[src/rtl/sound_pkg.sv]
// Shared types, constants and helpers for the sound mixer and its sigma-delta DAC.
package sound_pkg;

    typedef enum logic [1:0] {
        IDLE  = 2'd0,
        MIX   = 2'd1,
        SCALE = 2'd2,
        LOAD  = 2'd3
    } mix_state_e;

    // Right-shifting Galois form of x^16+x^14+x^13+x^11+1
    localparam logic [15:0] LFSR_SEED = 16'hACE1;
    localparam logic [15:0] LFSR_TAPS = 16'hB400;

    function automatic int clog2(input int value);
        int result;
        int v;
        result = 0;
        v      = value - 1;
        while (v > 0) begin
            result++;
            v = v >> 1;
        end
        return result;
    endfunction

endpackage

[src/rtl/sound_sdm.sv]
// First-order sigma-delta modulator with its own update-rate divider.
// Build option SOUND_MIXER_DITHER_EN adds an LFSR carry-in advanced on every modulator update.
module sound_sdm
    import sound_pkg::*;
#(
    parameter int DAC_W   = 8,
    parameter int MOD_DIV = 2
) (
    input  logic             clk,
    input  logic             rst_n,
    input  logic [DAC_W-1:0] level,
    output logic             o_pwm
);

    localparam int               CNT_W    = (MOD_DIV > 1) ? clog2(MOD_DIV) : 1;
    localparam logic [CNT_W-1:0] CNT_LAST = CNT_W'(MOD_DIV - 1);

    logic [CNT_W-1:0] cnt_q, cnt_d;
    logic             mod_tick;
    logic [DAC_W:0]   acc_q, acc_d;
    logic             cin;

    assign mod_tick = (cnt_q == CNT_LAST);
    assign cnt_d    = mod_tick ? '0 : cnt_q + 1'b1;
    assign acc_d    = {1'b0, acc_q[DAC_W-1:0]} + {1'b0, level} + {{DAC_W{1'b0}}, cin};

`ifdef SOUND_MIXER_DITHER_EN
    logic [15:0] lfsr_q, lfsr_d;

    assign cin    = lfsr_q[0];
    assign lfsr_d = (lfsr_q >> 1) ^ (lfsr_q[0] ? LFSR_TAPS : 16'h0000);

    always_ff @(posedge clk or negedge rst_n) begin
        if (!rst_n) begin
            lfsr_q <= LFSR_SEED;
        end else if (mod_tick) begin
            lfsr_q <= lfsr_d;
        end
    end
`else
    assign cin = 1'b0;
`endif

    // Level is sampled only on mod_tick, so a new level never lands mid-update
    always_ff @(posedge clk or negedge rst_n) begin
        if (!rst_n) begin
            cnt_q <= '0;
            acc_q <= '0;
        end else begin
            cnt_q <= cnt_d;
            if (mod_tick) begin
                acc_q <= acc_d;
            end
        end
    end

    assign o_pwm = acc_q[DAC_W];

endmodule

[src/rtl/sound_mixer_dac.sv]
// Per-frame multi-channel volume mixer (one MAC per clock) feeding a 1-bit sigma-delta DAC.
// Build option SOUND_MIXER_DITHER_EN enables LFSR dither inside sound_sdm.
//
// state | meaning
// IDLE  | waiting for frame_tick; inputs snapshotted on the tick
// MIX   | accumulate one channel product per clock
// SCALE | gain shift, truncate to DAC_W, saturate
// LOAD  | move saturated value to dac_level
module sound_mixer_dac
    import sound_pkg::*;
#(
    parameter int CHANNELS   = 4,
    parameter int SAMPLE_W   = 8,
    parameter int VOL_W      = 4,
    parameter int DAC_W      = 8,
    parameter int GAIN_SHIFT = 0,
    parameter int FRAME_DIV  = 256,
    parameter int MOD_DIV    = 2
) (
    input  logic                         clk,
    input  logic                         rst_n,
    input  logic [CHANNELS*SAMPLE_W-1:0] ch_sample,
    input  logic [CHANNELS*VOL_W-1:0]    ch_volume,
    input  logic [CHANNELS-1:0]          ch_mute,
    output logic                         mix_busy,
    output logic                         mix_valid,
    output logic [DAC_W-1:0]             dac_level,
    output logic                         o_pwm
);

    localparam int PROD_W = SAMPLE_W + VOL_W;
    localparam int SUM_W  = PROD_W + clog2(CHANNELS);
    localparam int EXT_W  = SUM_W + 3;
    localparam int SHR    = SUM_W - DAC_W;
    localparam int IDX_W  = (CHANNELS > 1) ? clog2(CHANNELS) : 1;
    localparam int FR_W   = (FRAME_DIV > 1) ? clog2(FRAME_DIV) : 1;

    localparam logic [IDX_W-1:0] IDX_LAST   = IDX_W'(CHANNELS - 1);
    localparam logic [FR_W-1:0]  FRAME_LAST = FR_W'(FRAME_DIV - 1);

    mix_state_e state_q, state_d;

    logic [FR_W-1:0]              frame_cnt_q, frame_cnt_d;
    logic                         frame_tick;
    logic [CHANNELS*SAMPLE_W-1:0] snap_sample_q;
    logic [CHANNELS*VOL_W-1:0]    snap_volume_q;
    logic [CHANNELS-1:0]          snap_mute_q;
    logic [IDX_W-1:0]             idx_q;
    logic [SUM_W-1:0]             sum_q;
    logic [DAC_W-1:0]             sat_q, sat_d;
    logic [DAC_W-1:0]             dac_level_q;
    logic                         mix_valid_q;
    logic                         snap_en, acc_en, scale_en, load_en;
    logic [SAMPLE_W-1:0]          cur_sample;
    logic [VOL_W-1:0]             cur_volume;
    logic [PROD_W-1:0]            product;
    logic [EXT_W-1:0]             shifted;

    assign frame_tick  = (frame_cnt_q == FRAME_LAST);
    assign frame_cnt_d = frame_tick ? '0 : frame_cnt_q + 1'b1;

    assign cur_sample = snap_sample_q[idx_q*SAMPLE_W +: SAMPLE_W];
    assign cur_volume = snap_volume_q[idx_q*VOL_W +: VOL_W];
    assign product    = snap_mute_q[idx_q] ? '0 : PROD_W'(cur_sample) * PROD_W'(cur_volume);

    // Anything left above DAC_W after the shift can only come from the gain
    assign shifted = (EXT_W'(sum_q) << GAIN_SHIFT) >> SHR;
    assign sat_d   = (|shifted[EXT_W-1:DAC_W]) ? '1 : shifted[DAC_W-1:0];

    always_ff @(posedge clk or negedge rst_n) begin
        if (!rst_n) begin
            state_q <= IDLE;
        end else begin
            state_q <= state_d;
        end
    end

    always_comb begin
        state_d = state_q;
        case (state_q)
            IDLE:    if (frame_tick) state_d = MIX;
            MIX:     if (idx_q == IDX_LAST) state_d = SCALE;
            SCALE:   state_d = LOAD;
            LOAD:    state_d = IDLE;
            default: state_d = IDLE;
        endcase
    end

    always_comb begin
        mix_busy = 1'b0;
        snap_en  = 1'b0;
        acc_en   = 1'b0;
        scale_en = 1'b0;
        load_en  = 1'b0;
        case (state_q)
            IDLE:    snap_en = frame_tick;
            MIX:     begin mix_busy = 1'b1; acc_en   = 1'b1; end
            SCALE:   begin mix_busy = 1'b1; scale_en = 1'b1; end
            LOAD:    begin mix_busy = 1'b1; load_en  = 1'b1; end
            default: mix_busy = 1'b0;
        endcase
    end

    always_ff @(posedge clk or negedge rst_n) begin
        if (!rst_n) begin
            frame_cnt_q   <= '0;
            snap_sample_q <= '0;
            snap_volume_q <= '0;
            snap_mute_q   <= '0;
            idx_q         <= '0;
            sum_q         <= '0;
            sat_q         <= '0;
            dac_level_q   <= '0;
            mix_valid_q   <= 1'b0;
        end else begin
            frame_cnt_q <= frame_cnt_d;
            mix_valid_q <= load_en;
            if (snap_en) begin
                snap_sample_q <= ch_sample;
                snap_volume_q <= ch_volume;
                snap_mute_q   <= ch_mute;
                idx_q         <= '0;
                sum_q         <= '0;
            end
            if (acc_en) begin
                sum_q <= sum_q + SUM_W'(product);
                idx_q <= idx_q + 1'b1;
            end
            if (scale_en) begin
                sat_q <= sat_d;
            end
            if (load_en) begin
                dac_level_q <= sat_q;
            end
        end
    end

    assign mix_valid = mix_valid_q;
    assign dac_level = dac_level_q;

    frame_tick_while_busy: assert property (@(posedge clk) disable iff (!rst_n) !(frame_tick && mix_busy));

    sound_sdm #(
        .DAC_W   (DAC_W),
        .MOD_DIV (MOD_DIV)
    ) u_sdm (
        .clk   (clk),
        .rst_n (rst_n),
        .level (dac_level_q),
        .o_pwm (o_pwm)
    );

endmodule

[config.mk]
export PLATFORM = sky130hd
export DESIGN_NAME = sound_mixer_dac
export DESIGN_NICKNAME = d
export VERILOG_FILES = /design/src/rtl/sound_pkg.sv /design/src/rtl/sound_sdm.sv /design/src/rtl/sound_mixer_dac.sv
export SDC_FILE = /design/constraint.sdc
export NUM_CORES = 1
export LEC_CHECK = 0
export CORE_ASPECT_RATIO = 1.5
export CORE_MARGIN = 4
export CORE_UTILIZATION = 45
export DETAILED_ROUTE_END_ITERATION = 16
export PLACE_DENSITY_LB_ADDON = 0.3
export SETUP_SLACK_MARGIN = 0.3
export SYNTH_ARGS = -nofsm -noshare
export SYNTH_HDL_FRONTEND = slang
export SYNTH_SLANG_ARGS = --single-unit
[constraint.sdc]
create_clock -name clk -period 13.5 [get_ports clk]
set_input_delay 2.7 -clock clk [delete_from_list [all_inputs] [get_ports clk]]
set_output_delay 2.7 -clock clk [all_outputs]
set_load 0.005 [all_outputs]
**Yosys cells after proc, flatten, opt, wreduce, memory -nomap -nowiden**

Cells that the tools add are included.

- Bits in registers: 105
- Bits of input ports: 54
- Output and inout bits: 11
- Logic and storage cells: 49

- Add/subtract/negate cells: 5
- $mul: 1
- Order comparisons: 1
- Equality and inequality tests: 7
- Shift operators: 2
- Mux-type cells: 17
- Reductions and logical operators: 4

Operator list:

| cell | count |
|---|---|
| variable part select 32 x 6 -> 8 bit | 1 |
| two-way mux 14 bit | 2 |
| variable part select 16 x 5 -> 4 bit | 1 |
| adder 14 x 12 -> 14 bit | 1 |
| multiplier 8 x 4 -> 12 bit | 1 |
| two-way mux 12 bit | 1 |
| adder 8 x 8 -> 9 bit | 1 |
| adder 8 x 1 -> 8 bit (second input constant) | 1 |
| == test 8 bit (second input constant) | 1 |
| two-way mux 2 bit | 4 |
| two-way mux 8 bit | 1 |
| case mux 2 bit (4 select lines) | 1 |
| two-way mux 1 bit | 7 |
| == test 2 bit (second input constant) | 3 |
| != test 2 bit (second input constant) | 2 |
| < comparator 2 x 3 -> 1 bit (second input constant) | 1 |
| OR reduction 3 bit | 1 |
| adder 2 x 1 -> 2 bit (second input constant) | 1 |
| binary-select mux 1 bit (select 2 bit) | 1 |
| == test 2 x 1 -> 1 bit (second input constant) | 1 |
| zero test 2 bit | 1 |
| AND reduction 2 bit | 1 |
| nonzero test 2 bit | 1 |
| adder 1 bit (second input constant) | 1 |

**Depth between registers and ports, before layout**

- Depth in word-level cells: 5
- Gate-level depth with buffers: 20
- Gate-level depth less buffers: 18

**Modules after synthesis**

From an unflattened synthesis, not the netlist that was laid out.

- Cell total of the unflattened synthesis: 655
- Area total of the unflattened synthesis: 6,262.3 sq um

By module, submodules not included:

| module | instances | cells an instance | area an instance (sq um) | sequential area each (sq um) |
|---|---|---|---|---|
| sound_mixer_dac | 1 | 581 | 5,531.6 | 2,377.3 |
| sound_sdm | 1 | 74 | 730.7 | 250.2 |

**Least setup slack after synthesis**

Ideal clock, no wire load.

- Path kind: reg2reg
- From: reg idx_q[0]
- To: reg sum_q[12]
- Setup time: 0.087 ns
- Data arrival time: 5.087 ns
- Data required time: 13.413 ns
- Path slack: 8.327 ns
- Cell stages (with the launch flop): 20
- Buffers on the path: 2
- Period minus slack after synthesis: 5.173 ns
- Cell sequence: dfrtp_1 -> buf_2 -> buf_2 -> mux4_2 -> and2_1 -> fa_1 -> inv_1 -> fa_1 -> inv_1 -> ha_1 -> a21oi_1 -> o21ai_0 -> a21boi_0 -> o21bai_1 -> mux2_2 -> ha_1 -> a21o_1 -> a221o_1 -> a211o_1 -> o211ai_1

- Word-level cells in the longest chain between the ends: 5
- Elaborated cells on any way between the ends: 8
- Those cells by class: add/sub: 1; mul: 1; shift: 2; mux: 4

Ends and longest elaborated chain:

| element | RTL line | source |
|---|---|---|
| from (decl) | sound_mixer_dac.sv:48 | `logic [IDX_W-1:0] idx_q;` |
| from (signal assigned) | sound_mixer_dac.sv:127 | `idx_q <= idx_q + 1'b1;` |
| variable part select 32 x 6 -> 8 bit, or another cell as far along | sound_mixer_dac.sv:62 | `assign cur_sample = snap_sample_q[idx_q*SAMPLE_W +: SAMPLE_W];` |
| multiplier 8 x 4 -> 12 bit / two-way mux 1 bit (equally long branches) | sound_mixer_dac.sv:64 | `assign product = snap_mute_q[idx_q] ? '0 : PROD_W'(cur_sample) * PROD_W'(cur_volume);` |
| two-way mux 12 bit (*) | sound_mixer_dac.sv:64 |  |
| adder 14 x 12 -> 14 bit (*) | sound_mixer_dac.sv:126 | `sum_q <= sum_q + SUM_W'(product);` |
| two-way mux 14 bit (*) | sound_mixer_dac.sv:125 | `if (acc_en) begin` |
| to (signal assigned) | sound_mixer_dac.sv:126 |  |
| to (decl) | sound_mixer_dac.sv:49 | `logic [SUM_W-1:0] sum_q;` |

Mark *: on every way between the ends. The rest lies on a longest branch, timed or not. The select of a mux whose other input is x is not followed.
A chain may end at the register's enable or synchronous reset.

**Worst setup path after layout**

Same ends and word-level chain as after synthesis.

==> impl_metrics.env <==
export IMPL_synth_area_um2=6380
export IMPL_avgSynthCellArea_um2=11.9
export IMPL_place_ws_ps=7760
export IMPL_post_cts_buffers=0
export IMPL_nFillCells=1239
export IMPL_min_from="sat_q[1]"
export IMPL_worstRegToRegCells=17
export IMPL_antenna_cells=0
export IMPL_leakagePower_nw=3.54
export IMPL_critPathCaptureType="flip-flop"
export IMPL_timing_final_crit_share=0.427
export IMPL_ant_nets=0
export IMPL_grt_max_degree=64
export IMPL_use_met3=0.0294
export IMPL_synth_distinct_cells=47
export IMPL_grt_pass1_wl_um=20800
export IMPL_vias=4270
export IMPL_drive_above_1_share=0.180
export IMPL_placed_area_um2=7170
export IMPL_cts_inserted_buffers=9
export IMPL_holdPathEnd="dac_level[1]"
export IMPL_setup_viol=0
export IMPL_ys_flop_type="dfrtp_1"
export IMPL_synth_top_area_share=0.412
export IMPL_syn2layout_area_growth_pct=17.4
export IMPL_place_congestion=0.862
export IMPL_fp_dieW_um=105
export IMPL_drt_first_iter_violations=131
export IMPL_p_per_area_nw_per_um2=96.7
export IMPL_tns_ps=0
export IMPL_viasPerCell=5.38
export IMPL_grt_pass1_vias=4485
export IMPL_path_max_fanout=16
export IMPL_globalRouteMet2Util=0.298
export IMPL_row_count=53
export IMPL_synthTopCellsByArea="dfrtp_1 41%, mux2_4 12%, ha_1 8.4%, mux4_2 4.6%, fa_1 4.4%"
export IMPL_synth_edf_count=0
export IMPL_netlist_instances=536
export IMPL_skew_ps=10.8
export IMPL_yosys_top_cells_count="105 x dfrtp_1, 49 x mux2_4, 43 x ha_1"
export IMPL_dpl_hpwl_um=9610
export IMPL_dieArea_um2=16200
export IMPL_vdd_ir_drop_max_mv=0.0649
export IMPL_cts_sinks=105
export IMPL_routed_wl_um=12300
export IMPL_start_util=0.456
export IMPL_design_core_area_um2=14000
export IMPL_top_usage_layer="met2"
export IMPL_r2r_slack_ps=7730
export IMPL_drcViolationCount=0
export IMPL_worstSetupPathType="reg2reg"
export IMPL_ys_ff_latch=105
export IMPL_min_path_cells=2
export IMPL_min_delay_path_class="reg2reg"
export IMPL_antenna_found_initial=0
export IMPL_period_needed_ps=5770
export IMPL_io_pins=65
export IMPL_cts_root_buf="clkbuf_16"
export IMPL_whs_ps=490
export IMPL_fp_dieH_um=154
export IMPL_first_pass_iters=4
export IMPL_syn_num_nets=647
export IMPL_worst_r2r_startpoint="idx_q[0]"
export IMPL_yosysSeqAreaShare=0.412
export IMPL_fin_nets=707
export IMPL_reg2reg_to="sum_q[12]"
export IMPL_yosysWarnings=0
export IMPL_clock_latency_ps=350
export IMPL_status="finished clean"
export IMPL_clockBufferDepth=2
export IMPL_max_freq_ghz=0.173
export IMPL_wl_per_cell_um=15.6
export IMPL_grt_use_total=0.158
export IMPL_yosysMostFrequentCell="dfrtp_1"
export IMPL_worstPathRequired_ps=13760
export IMPL_slew_violations=0
export IMPL_io_buffers=64
export IMPL_cts_resized_gates=0
export IMPL_holdBufCountCts=0
export IMPL_arrival_ps=6030
export IMPL_tritoncts="yes"
export IMPL_startpoint_type="flip-flop"
export IMPL_hold_viol=0
export IMPL_grt_use_met1=0.169
export IMPL_yosysTopAreaCell="dfrtp_1"
export IMPL_setup_slack_ps=7730
export IMPL_grt_ovfl_total=0
export IMPL_drv_cap=0
export IMPL_postSynth_asyncResetShare=1.00
export IMPL_clkSlewWorstSetupHoldPaths_ps=70
export IMPL_rsz0062_at_grt="false"
export IMPL_worstMarginPinSlew_ps=1080
export IMPL_htree_levels=3
export IMPL_slew_headroom=0.277
export IMPL_fin_area_um2=7500
-- worst max path at each step --
stage | start | endpoint | slack, ps | cells after the start
after floorplan | idx_q[0] | sum_q[12] | 8330 | 19
after global placement | idx_q[0] | sum_q[12] | 7920 | 17
after detailed placement | idx_q[0] | sum_q[12] | 7760 | 17
after CTS | idx_q[0] | sum_q[12] | 7710 | 17
after global routing | idx_q[0] | sum_q[13] | 7330 | 18
final | idx_q[0] | sum_q[12] | 7730 | 17
-- cell usage in the layout, fill, tap and decap left out, drive strengths merged, types with 4 or more instances in the layout --
cell type      count
a211oi             6
a21o               6
a21oi             14
a31oi              5
and2              25
clkbuf            11
clkdlybuf4s50     63
dfrtp            105
fa                14
ha                43
inv               33
mux2              72
mux4              13
nand2             35
nand3             12
nor2              26
nor2b              6
nor3              12
o211ai             8
o21ai             27
o21bai             5
o31ai              4
or3                4
xnor2              7
xor2              13
-- metrics by stage --
step	total power (W)	std cells	util
2_1_floorplan	0.000405	536	-
3_3_place_gp	0.000443	777	0.512
3_5_place_dp	0.000446	777	0.512
4_1_cts	0.000734	793	0.536
5_1_grt	0.000760	793	0.536
6_report	0.000725	793	0.536
-- critical path, stage by stage, from the launching register on --
cell and delay (ps):
dfrtp_1 910, mux4_2 680, and2_1 190, fa_1 530
inv_1 50, fa_1 520, inv_1 40, ha_1 330
a21oi_1 100, o21ai_0 240, a21boi_0 140, o21bai_1 170
mux2_2 350, ha_1 370, a21o_1 220, a221o_1 410
a211o_1 300, o211ai_1 100
-- cells by family after synthesis --
group,Yosys count,share of synthesized area
buffers and inverters,48,0.0347
multiplexers,86,0.203
AND/OR/NAND/NOR,128,0.101
flip-flops,105,0.412
adder cells (fa/ha/maj),57,0.128
XOR/XNOR,20,0.0274
AO/OA/AOI/OAI,92,0.0941
-- power by group --
| group | total [W] | switching, W | leakage [nW] | internal, W |
|---|---|---|---|---|
| combinational | 0.000112 | 0.0000554 | 2.06 | 0.0000564 |
| clock | 0.000287 | 0.000117 | 0.161 | 0.000169 |
| sequential | 0.000327 | 0.00000460 | 1.33 | 0.000322 |
| total | 0.000725 | 0.000177 | 3.54 | 0.000548 |
-- area by class of cell --
type	instances	area, µm²	area share
Clock buffer	11	243	0.0324
Clock inverter	5	86.3	0.0115
Inverter	32	120	0.0160
Multi-Input combinational cell	383	3530	0.471
Sequential cell	105	2630	0.350
Tap cell	192	240	0.0320
Timing Repair Buffer	65	646	0.0861
-- metal layers --
layer	wire, µm	vias up
li1	-	2036
met4	334	0
met1	4840	2115
met2	6750	95
met3	427	24
met5	0	-
-- registers in the layout, summed over array words and instances, names as in the netlist --
register,flops
frame_cnt_q,8
sum_q,14
snap_mute_q,4
idx_q,2
u_sdm.cnt_q,1
snap_sample_q,32
state_q,2
sat_q,8
dac_level,8
u_sdm.acc_q,9
snap_volume_q,16
mix_valid,1
Note: power is estimated with default switching activity, not from simulation.
